## src/rtl/stereo_pkg.sv

```systemverilog
// ----------------------------------------------------------------------------
// stereo_pkg
// Shared types and helpers for the stereo sample packer.
//   SAMPLE_W     : width of one raw MCP3201 sample (offset binary)
//   PCM_W        : width of one converted signed PCM sample
//   frame_t      : one stereo frame, left sample in the upper half
//   pair_state_t : states of the L/R pairing machine
//   to_pcm16()   : offset-binary 12-bit -> signed 16-bit, left justified
// ----------------------------------------------------------------------------
package stereo_pkg;

  localparam int SAMPLE_W = 12;
  localparam int PCM_W    = 16;

  typedef struct packed {
    logic [PCM_W-1:0] l;
    logic [PCM_W-1:0] r;
  } frame_t;

  typedef enum logic [1:0] {
    ST_IDLE   = 2'd0,
    ST_HAVE_L = 2'd1,
    ST_HAVE_R = 2'd2
  } pair_state_t;

  // Flipping the MSB turns offset binary into two's complement; the four
  // zero LSBs scale the 12-bit code to full 16-bit range.
  function automatic logic [PCM_W-1:0] to_pcm16(input logic [SAMPLE_W-1:0] x);
    return {~x[11], x[10:0], 4'b0000};
  endfunction

endpackage

```

## src/rtl/sync_fifo.sv

```systemverilog
// ----------------------------------------------------------------------------
// sync_fifo
// Single-clock FIFO with a combinational head read (distributed RAM style).
// Ports:
//   clk_i      : clock
//   rst_i      : synchronous active-high reset, empties the FIFO
//   push_i     : write request, data_i is the word to store
//   pop_i      : read request, honoured only while not empty
//   data_o     : head word, valid while empty_o = 0
//   empty_o    : no words stored
//   level_o    : number of words stored (0..DEPTH)
//   overflow_o : push refused this cycle because full and no pop
// A push into a full FIFO succeeds when a pop happens in the same cycle.
// A push into an empty FIFO is never passed straight to data_o.
// ----------------------------------------------------------------------------
module sync_fifo #(
  parameter int WIDTH = 32,
  parameter int DEPTH = 16
) (
  input  logic                     clk_i,
  input  logic                     rst_i,
  input  logic                     push_i,
  input  logic [WIDTH-1:0]         data_i,
  input  logic                     pop_i,
  output logic [WIDTH-1:0]         data_o,
  output logic                     empty_o,
  output logic [$clog2(DEPTH):0]   level_o,
  output logic                     overflow_o
);

  localparam int AW    = $clog2(DEPTH);
  localparam int LVL_W = AW + 1;

  // Pointers carry one extra bit so full and empty are distinguishable.
  logic [LVL_W-1:0] wr_q, wr_d;
  logic [LVL_W-1:0] rd_q, rd_d;
  logic [WIDTH-1:0] mem_q [DEPTH];
  logic             full_s;
  logic             do_pop_s;
  logic             do_push_s;

  assign level_o    = wr_q - rd_q;
  assign empty_o    = (wr_q == rd_q);
  assign full_s     = (level_o == LVL_W'(DEPTH));
  assign do_pop_s   = pop_i & ~empty_o;
  assign do_push_s  = push_i & (~full_s | do_pop_s);
  assign overflow_o = push_i & full_s & ~do_pop_s;
  assign data_o     = mem_q[rd_q[AW-1:0]];

  // Next pointer values.
  always_comb begin
    wr_d = wr_q;
    rd_d = rd_q;
    if (do_push_s) begin
      wr_d = wr_q + LVL_W'(1);
    end else begin
      wr_d = wr_q;
    end
    if (do_pop_s) begin
      rd_d = rd_q + LVL_W'(1);
    end else begin
      rd_d = rd_q;
    end
  end

  // Pointer registers.
  always_ff @(posedge clk_i) begin
    if (rst_i) begin
      wr_q <= '0;
      rd_q <= '0;
    end else begin
      wr_q <= wr_d;
      rd_q <= rd_d;
    end
  end

  // Storage array; contents need no reset since the pointers gate visibility.
  always_ff @(posedge clk_i) begin
    if (do_push_s) begin
      mem_q[wr_q[AW-1:0]] <= data_i;
    end
  end

endmodule

```

## src/rtl/stereo_pack_fifo.sv

```systemverilog
// ----------------------------------------------------------------------------
// stereo_pack_fifo
// Pairs the left and right MCP3201 sample strobes into stereo frames,
// converts each sample to signed 16-bit PCM and buffers the frames in a
// FIFO presented as a valid/ready stream.
// Ports:
//   clock, reset      : clock, synchronous active-high reset
//   ldata/lstrb       : left sample and its single-cycle strobe
//   rdata/rstrb       : right sample and its single-cycle strobe
//   m_data            : frame {L16, R16} at the FIFO head
//   m_valid/m_ready   : stream handshake, pop on m_valid & m_ready
//   level             : frames stored
//   dropped           : one-cycle pulse, a held half-frame was discarded
//                       (timeout or repeated same-side strobe); appears the
//                       cycle after the event
//   overflow          : sticky, a complete frame was lost to a full FIFO
// Build option STEREO_PACK_SEQ_EN: m_data[3:0] carries a 4-bit sequence
// number of accepted frames instead of the (always zero) PCM LSBs.
// ----------------------------------------------------------------------------
module stereo_pack_fifo
  import stereo_pkg::*;
#(
  parameter int DEPTH        = 16,
  parameter int PAIR_TIMEOUT = 1024
) (
  input  logic                    clock,
  input  logic                    reset,
  input  logic [SAMPLE_W-1:0]     ldata,
  input  logic                    lstrb,
  input  logic [SAMPLE_W-1:0]     rdata,
  input  logic                    rstrb,
  output logic [2*PCM_W-1:0]      m_data,
  output logic                    m_valid,
  input  logic                    m_ready,
  output logic [$clog2(DEPTH):0]  level,
  output logic                    dropped,
  output logic                    overflow
);

  localparam int                TW         = $clog2(PAIR_TIMEOUT);
  localparam logic [TW-1:0]     TIMER_LAST = TW'(PAIR_TIMEOUT - 1);

  pair_state_t         state_q, state_d;
  logic [TW-1:0]       timer_q, timer_d;
  logic [SAMPLE_W-1:0] held_q, held_d;
  logic                dropped_q, dropped_d;
  logic                overflow_q;

  logic                push_s;
  logic [SAMPLE_W-1:0] push_l_s;
  logic [SAMPLE_W-1:0] push_r_s;
  frame_t              frame_s;
  logic [2*PCM_W-1:0]  fifo_din_s;
  logic                fifo_empty_s;
  logic                fifo_ovf_s;

  // Pairing decisions: which frame completes this cycle and what is held next.
  always_comb begin
    state_d   = state_q;
    timer_d   = timer_q;
    held_d    = held_q;
    dropped_d = 1'b0;
    push_s    = 1'b0;
    push_l_s  = ldata;
    push_r_s  = rdata;
    case (state_q)
      ST_IDLE: begin
        if (lstrb && rstrb) begin
          push_s = 1'b1;
        end else if (lstrb) begin
          held_d  = ldata;
          timer_d = '0;
          state_d = ST_HAVE_L;
        end else if (rstrb) begin
          held_d  = rdata;
          timer_d = '0;
          state_d = ST_HAVE_R;
        end else begin
          timer_d = '0;
        end
      end
      ST_HAVE_L: begin
        if (rstrb) begin
          // Completing strobe wins over a timeout in the same cycle.
          push_s   = 1'b1;
          push_l_s = held_q;
          timer_d  = '0;
          if (lstrb) begin
            held_d = ldata;
          end else begin
            state_d = ST_IDLE;
          end
        end else if (lstrb) begin
          held_d    = ldata;
          timer_d   = '0;
          dropped_d = 1'b1;
        end else if (timer_q == TIMER_LAST) begin
          timer_d   = '0;
          dropped_d = 1'b1;
          state_d   = ST_IDLE;
        end else begin
          timer_d = timer_q + TW'(1);
        end
      end
      ST_HAVE_R: begin
        if (lstrb) begin
          push_s   = 1'b1;
          push_r_s = held_q;
          timer_d  = '0;
          if (rstrb) begin
            held_d = rdata;
          end else begin
            state_d = ST_IDLE;
          end
        end else if (rstrb) begin
          held_d    = rdata;
          timer_d   = '0;
          dropped_d = 1'b1;
        end else if (timer_q == TIMER_LAST) begin
          timer_d   = '0;
          dropped_d = 1'b1;
          state_d   = ST_IDLE;
        end else begin
          timer_d = timer_q + TW'(1);
        end
      end
      default: begin
        state_d = ST_IDLE;
        timer_d = '0;
      end
    endcase
  end

  // Pairing state, hold register and registered status outputs.
  always_ff @(posedge clock) begin
    if (reset) begin
      state_q    <= ST_IDLE;
      timer_q    <= '0;
      held_q     <= '0;
      dropped_q  <= 1'b0;
      overflow_q <= 1'b0;
    end else begin
      state_q    <= state_d;
      timer_q    <= timer_d;
      held_q     <= held_d;
      dropped_q  <= dropped_d;
      overflow_q <= overflow_q | fifo_ovf_s;
    end
  end

  // Frame assembly.
  always_comb begin
    frame_s.l = to_pcm16(push_l_s);
    frame_s.r = to_pcm16(push_r_s);
  end

`ifdef STEREO_PACK_SEQ_EN
  logic [3:0] seq_q;

  // Sequence number advances only on frames the FIFO actually stores.
  always_ff @(posedge clock) begin
    if (reset) begin
      seq_q <= 4'd0;
    end else if (push_s && !fifo_ovf_s) begin
      seq_q <= seq_q + 4'd1;
    end else begin
      seq_q <= seq_q;
    end
  end

  assign fifo_din_s = {frame_s[2*PCM_W-1:4], seq_q};
`else
  assign fifo_din_s = frame_s;
`endif

  sync_fifo #(
    .WIDTH (2*PCM_W),
    .DEPTH (DEPTH)
  ) u_fifo (
    .clk_i      (clock),
    .rst_i      (reset),
    .push_i     (push_s),
    .data_i     (fifo_din_s),
    .pop_i      (m_ready),
    .data_o     (m_data),
    .empty_o    (fifo_empty_s),
    .level_o    (level),
    .overflow_o (fifo_ovf_s)
  );

  assign m_valid  = ~fifo_empty_s;
  assign dropped  = dropped_q;
  assign overflow = overflow_q;

endmodule
```

## config.mk

```make
export PLATFORM = sky130hd
export DESIGN_NAME = stereo_pack_fifo
export DESIGN_NICKNAME = d
export VERILOG_FILES = /design/src/rtl/stereo_pkg.sv /design/src/rtl/sync_fifo.sv /design/src/rtl/stereo_pack_fifo.sv
export SDC_FILE = /design/constraint.sdc
export NUM_CORES = 1
export LEC_CHECK = 0
export CORE_MARGIN = 3
export CORE_UTILIZATION = 36
export CTS_BUF_LIST = sky130_fd_sc_hd__clkbuf_4
export DETAILED_ROUTE_END_ITERATION = 10
export PLACE_DENSITY_LB_ADDON = 0.25
export SYNTH_ARGS = -nofsm -noshare
export SYNTH_HDL_FRONTEND = slang
export SYNTH_SLANG_ARGS = --single-unit
```

## constraint.sdc

```tcl
create_clock -name clock -period 5.5 [get_ports clock]
set_clock_uncertainty 0.2 [all_clocks]
set_input_delay 1.1 -clock clock [delete_from_list [all_inputs] [get_ports clock]]
set_output_delay 1.1 -clock clock [all_outputs]
set_load 0.05 [all_outputs]
```

==> summary.md <==
| Metric | Value |
|---|---|
| Die H | about 220 um |
| Max VDD drop | 0.308 mV |
| Startpoint Class | register |
| Synth area leaders | edfxtp_1, mux4_2, dfxtp_1 |
| CP max FO | approximately 50 |
| Via count of the first global-routing pass | around 9,000 |
| Initial antenna violation count | 2 |
| Die ar. | roughly 50,000 sq um |
| Nets@finish | around 1,000 |
| Clock Power Share | between 30% and 40% |
| Starting Density | 36.9% |
| Buffer count from post-CTS setup fixing | 0 |
| Fillers | between 4,000 and 5,000 |
| Yosys reg bits | between 400 and 500 |
| Fin util | between 40 and 50% |
| Cell Pwr Density | about 410 nW/um^2 |
| Routed Antenna Nets | 0 |
| Crit-path slowest cell | clkdlybuf4s50_1 |
| Largest net degree at the start of global routing | 54 |
| Switching power total | about 0.0024 W |
| Internal power | approximately 0.0056 W |
| Worst relative slew slack | between 20 and 25% |
| Layout cells sized above 1 | about 33% |
| Period utilisation layout | 88.6% |
| Top Family by Delay on Critical Path | buffers and inverters |
| Max Clk Rate | slightly above 0.2 GHz |
| First-pass GRT wire length | 59,000 um |
| Fin. Hold Viols | 0 |
| Max-Cap Viols | 0 |
| H-tree depth | 3 |
| Core area | about 46,000 sq um |
| Post-detailed-route wirelength per cell | between 20 and 25 um |
| Crit path arrival time | ~3600 ps |
| Vias | about 8,800 |
| Synth async-reset ratio | 0% |
| Area of the mapped netlist | 16,900 sq um |
| I/O pins | 69 |
| Remaining DRCs | 0 |
| Die Wd | 223 um |
| Synth cell types | 50 |
| Commonest cells post-synth | edfxtp_1, mux4_2, nor2_1, dfxtp_1, a21oi_1 |
| Crit Path Class | reg2out |
| Worst-Skew Late Latency | ~800 ps |
| Area Growth Syn to Fin | 16.5% |
| Routed WL | 39,500 um |
| Area leader, netlist | edfxtp_1 |
| WP buf/inv | 2 |
| Setup tns final | 0 ps |
| Setup WS pre-CTS | roughly 1300 ps |
| DR vias/cell | between 5 and 6 |
| RSZ-0062 raised after global routing | false |
| Clock Sinks | between 400 and 500 |
| CP cell instances | buf_12, mux4_2, mux4_2, clkdlybuf4s50_1 |
| Yosys top cell area share | around two thirds |
| DR iter-0 viols | roughly 680 |
| CP most frequent cell | mux4_2 |
| Max stage delay on crit path | around 730 ps |
| Cts repair resizes | 0 |
| Final worst path period need | 4870 ps |
| Synth Warn # | 0 |
| Top_reg_cell synth | edfxtp_1 |
| Port Buf Inserts | 60 |
| Critical Path RT | between 4000 and 5000 ps |
| CTS buffer count | 108 |
| Cells after Synth | 840 |
| CP endpoint kind | output port |
| Cell with the most instances after synthesis | edfxtp_1 |
| Status | finished clean |
| Worst slew pin tran | 1170 ps |
| Part of the power in registers | ~47% |
| Buffer depth of the longest clock path | 3 |
| GPL Wtd Cong | between 0.7 and 0.8 |
| Net Sw Frac | 29.4% |
| Leakage | 6.36 nW |
| Post-DP HPWL | about 23,000 um |
| Gr usage total | 16.1% |
| Drt first pass iters | 5 |
| Remaining Overflow, GRT | 0 |
| Clock root cell | clkbuf_4 |
| Min Hold Slack | a little under 300 ps |
| Worst hold-check path type | reg2reg |
| Post-synth EDFFs | approximately 380 |
| Post-CTS Hold Fix Bufs | 0 |
| # rows | 78 |
| Mapped Avg Cell Area | a little over 20 sq um |
| Seq/Total Area, Yosys | 72.8% |
| CTS tree | yes |
| Max-slew violations | 0 |
| Fin worst setup slack | 627 ps |
| Comb power frac | between 20% and 30% |
| Clk slew on worst S/H paths | around 60 ps |
| Final Setup Violations | 0 |
| Tot Pwr | roughly 0.008 W |
sequential cells by signal, summed over array words and instances, names as in the netlist, named ones only:
register,flops
u_fifo.mem_q,384
held_q,12
u_fifo.rd_q,5
timer_q,10
dropped,1
state_q,2
overflow,1
u_fifo.wr_q,5
routing by layer:
metal	up-vias	GRT usage (%)	wire length (um)
met5	-	0	0
met3	71	4.45	2690
met1	4606	22.7	17600
met4	0	4.76	693
li1	3830	-	-
met2	324	24.4	18500
cells in the final DEF (no fill, tap or decap), drive strengths merged, types with 3 or more instances in the layout:
cell type      synthesis  layout
mux2i                  4       4
nand4                  5       5
a22oi                 13      13
xnor2                  6       6
and2                   4       4
mux2                  25      25
nor2b                  5       5
inv                   15      18
nor4b                  3       3
diode                  0       3
nor2                  53      53
nor3                   3       3
ha                    14      14
clkinv                 0      54
a21oi                 25      25
mux4                 120     120
o21ai                  6       6
dfxtp                 40      40
conb                   1       8
clkdlybuf4s50          0      60
and3                  16      16
and4                   3       3
edfxtp               384     384
nand2                 21      21
clkbuf                18     146
xor2                   7       7
buf                   29      27
power groups by stage:
stage          Combinational [W]  Clock (W)  Sequential (W)
5_1_grt                  0.00176    0.00286         0.00377
3_5_place_dp             0.00166          0         0.00383
3_3_place_gp             0.00166          0         0.00382
6_report                 0.00164    0.00260         0.00376
4_1_cts                  0.00167    0.00269         0.00376
2_1_floorplan            0.00119          0         0.00379
kinds of logic (layout without fill, tap and decap cells):
logic type               Yosys count  in the layout  share of synthesized area, %
AO/OA/AOI/OAI                     55             55                          2.10
XOR/XNOR                          13             13                         0.672
adder cells (fa/ha/maj)           15             15                          1.15
buffers and inverters             62            307                          1.77
flip-flops                       424            424                          72.8
multiplexers                     149            149                          17.9
other                              1             11                        0.0221
AND/OR/NAND/NOR                  121            121                          3.64
path summary, 6_finish.rpt:
kind              slack [ps]                  end  depth (start not counted)            from
setup / recovery         630           m_data[10]                          4        register
hold / removal           290             overflow                          2        overflow
setup reg to reg        1930  u_fifo.mem_q[4][21]                         10  u_fifo.wr_q[0]
hold reg to reg          290             overflow                          2        overflow
stage by stage:
stage,instance area [sq um],instances
floorplan,17000,847
global placement,18400,1487
detailed placement,18400,1487
CTS,19700,1692
global route,19700,1695
finish,19700,1695
final cells by class:
class	count	area, sq um	share of cell area (%)
antenna	3	7.51	0.0380
clock buffer	146	1100	5.55
clock inverter	59	283	1.43
inverter	15	56.3	0.285
multi-input combinational	361	4370	22.1
sequential	424	12300	62.5
tap	600	751	3.80
timing repair buffer	87	841	4.26
tightest hold or removal path, delay by kind of cell (launching register included):
kind,cells,cell delay (ps)
flip-flops,1,330
AND/OR/NAND/NOR,1,80
AO/OA/AOI/OAI,1,40
Power figures use the tool's default switching activity.
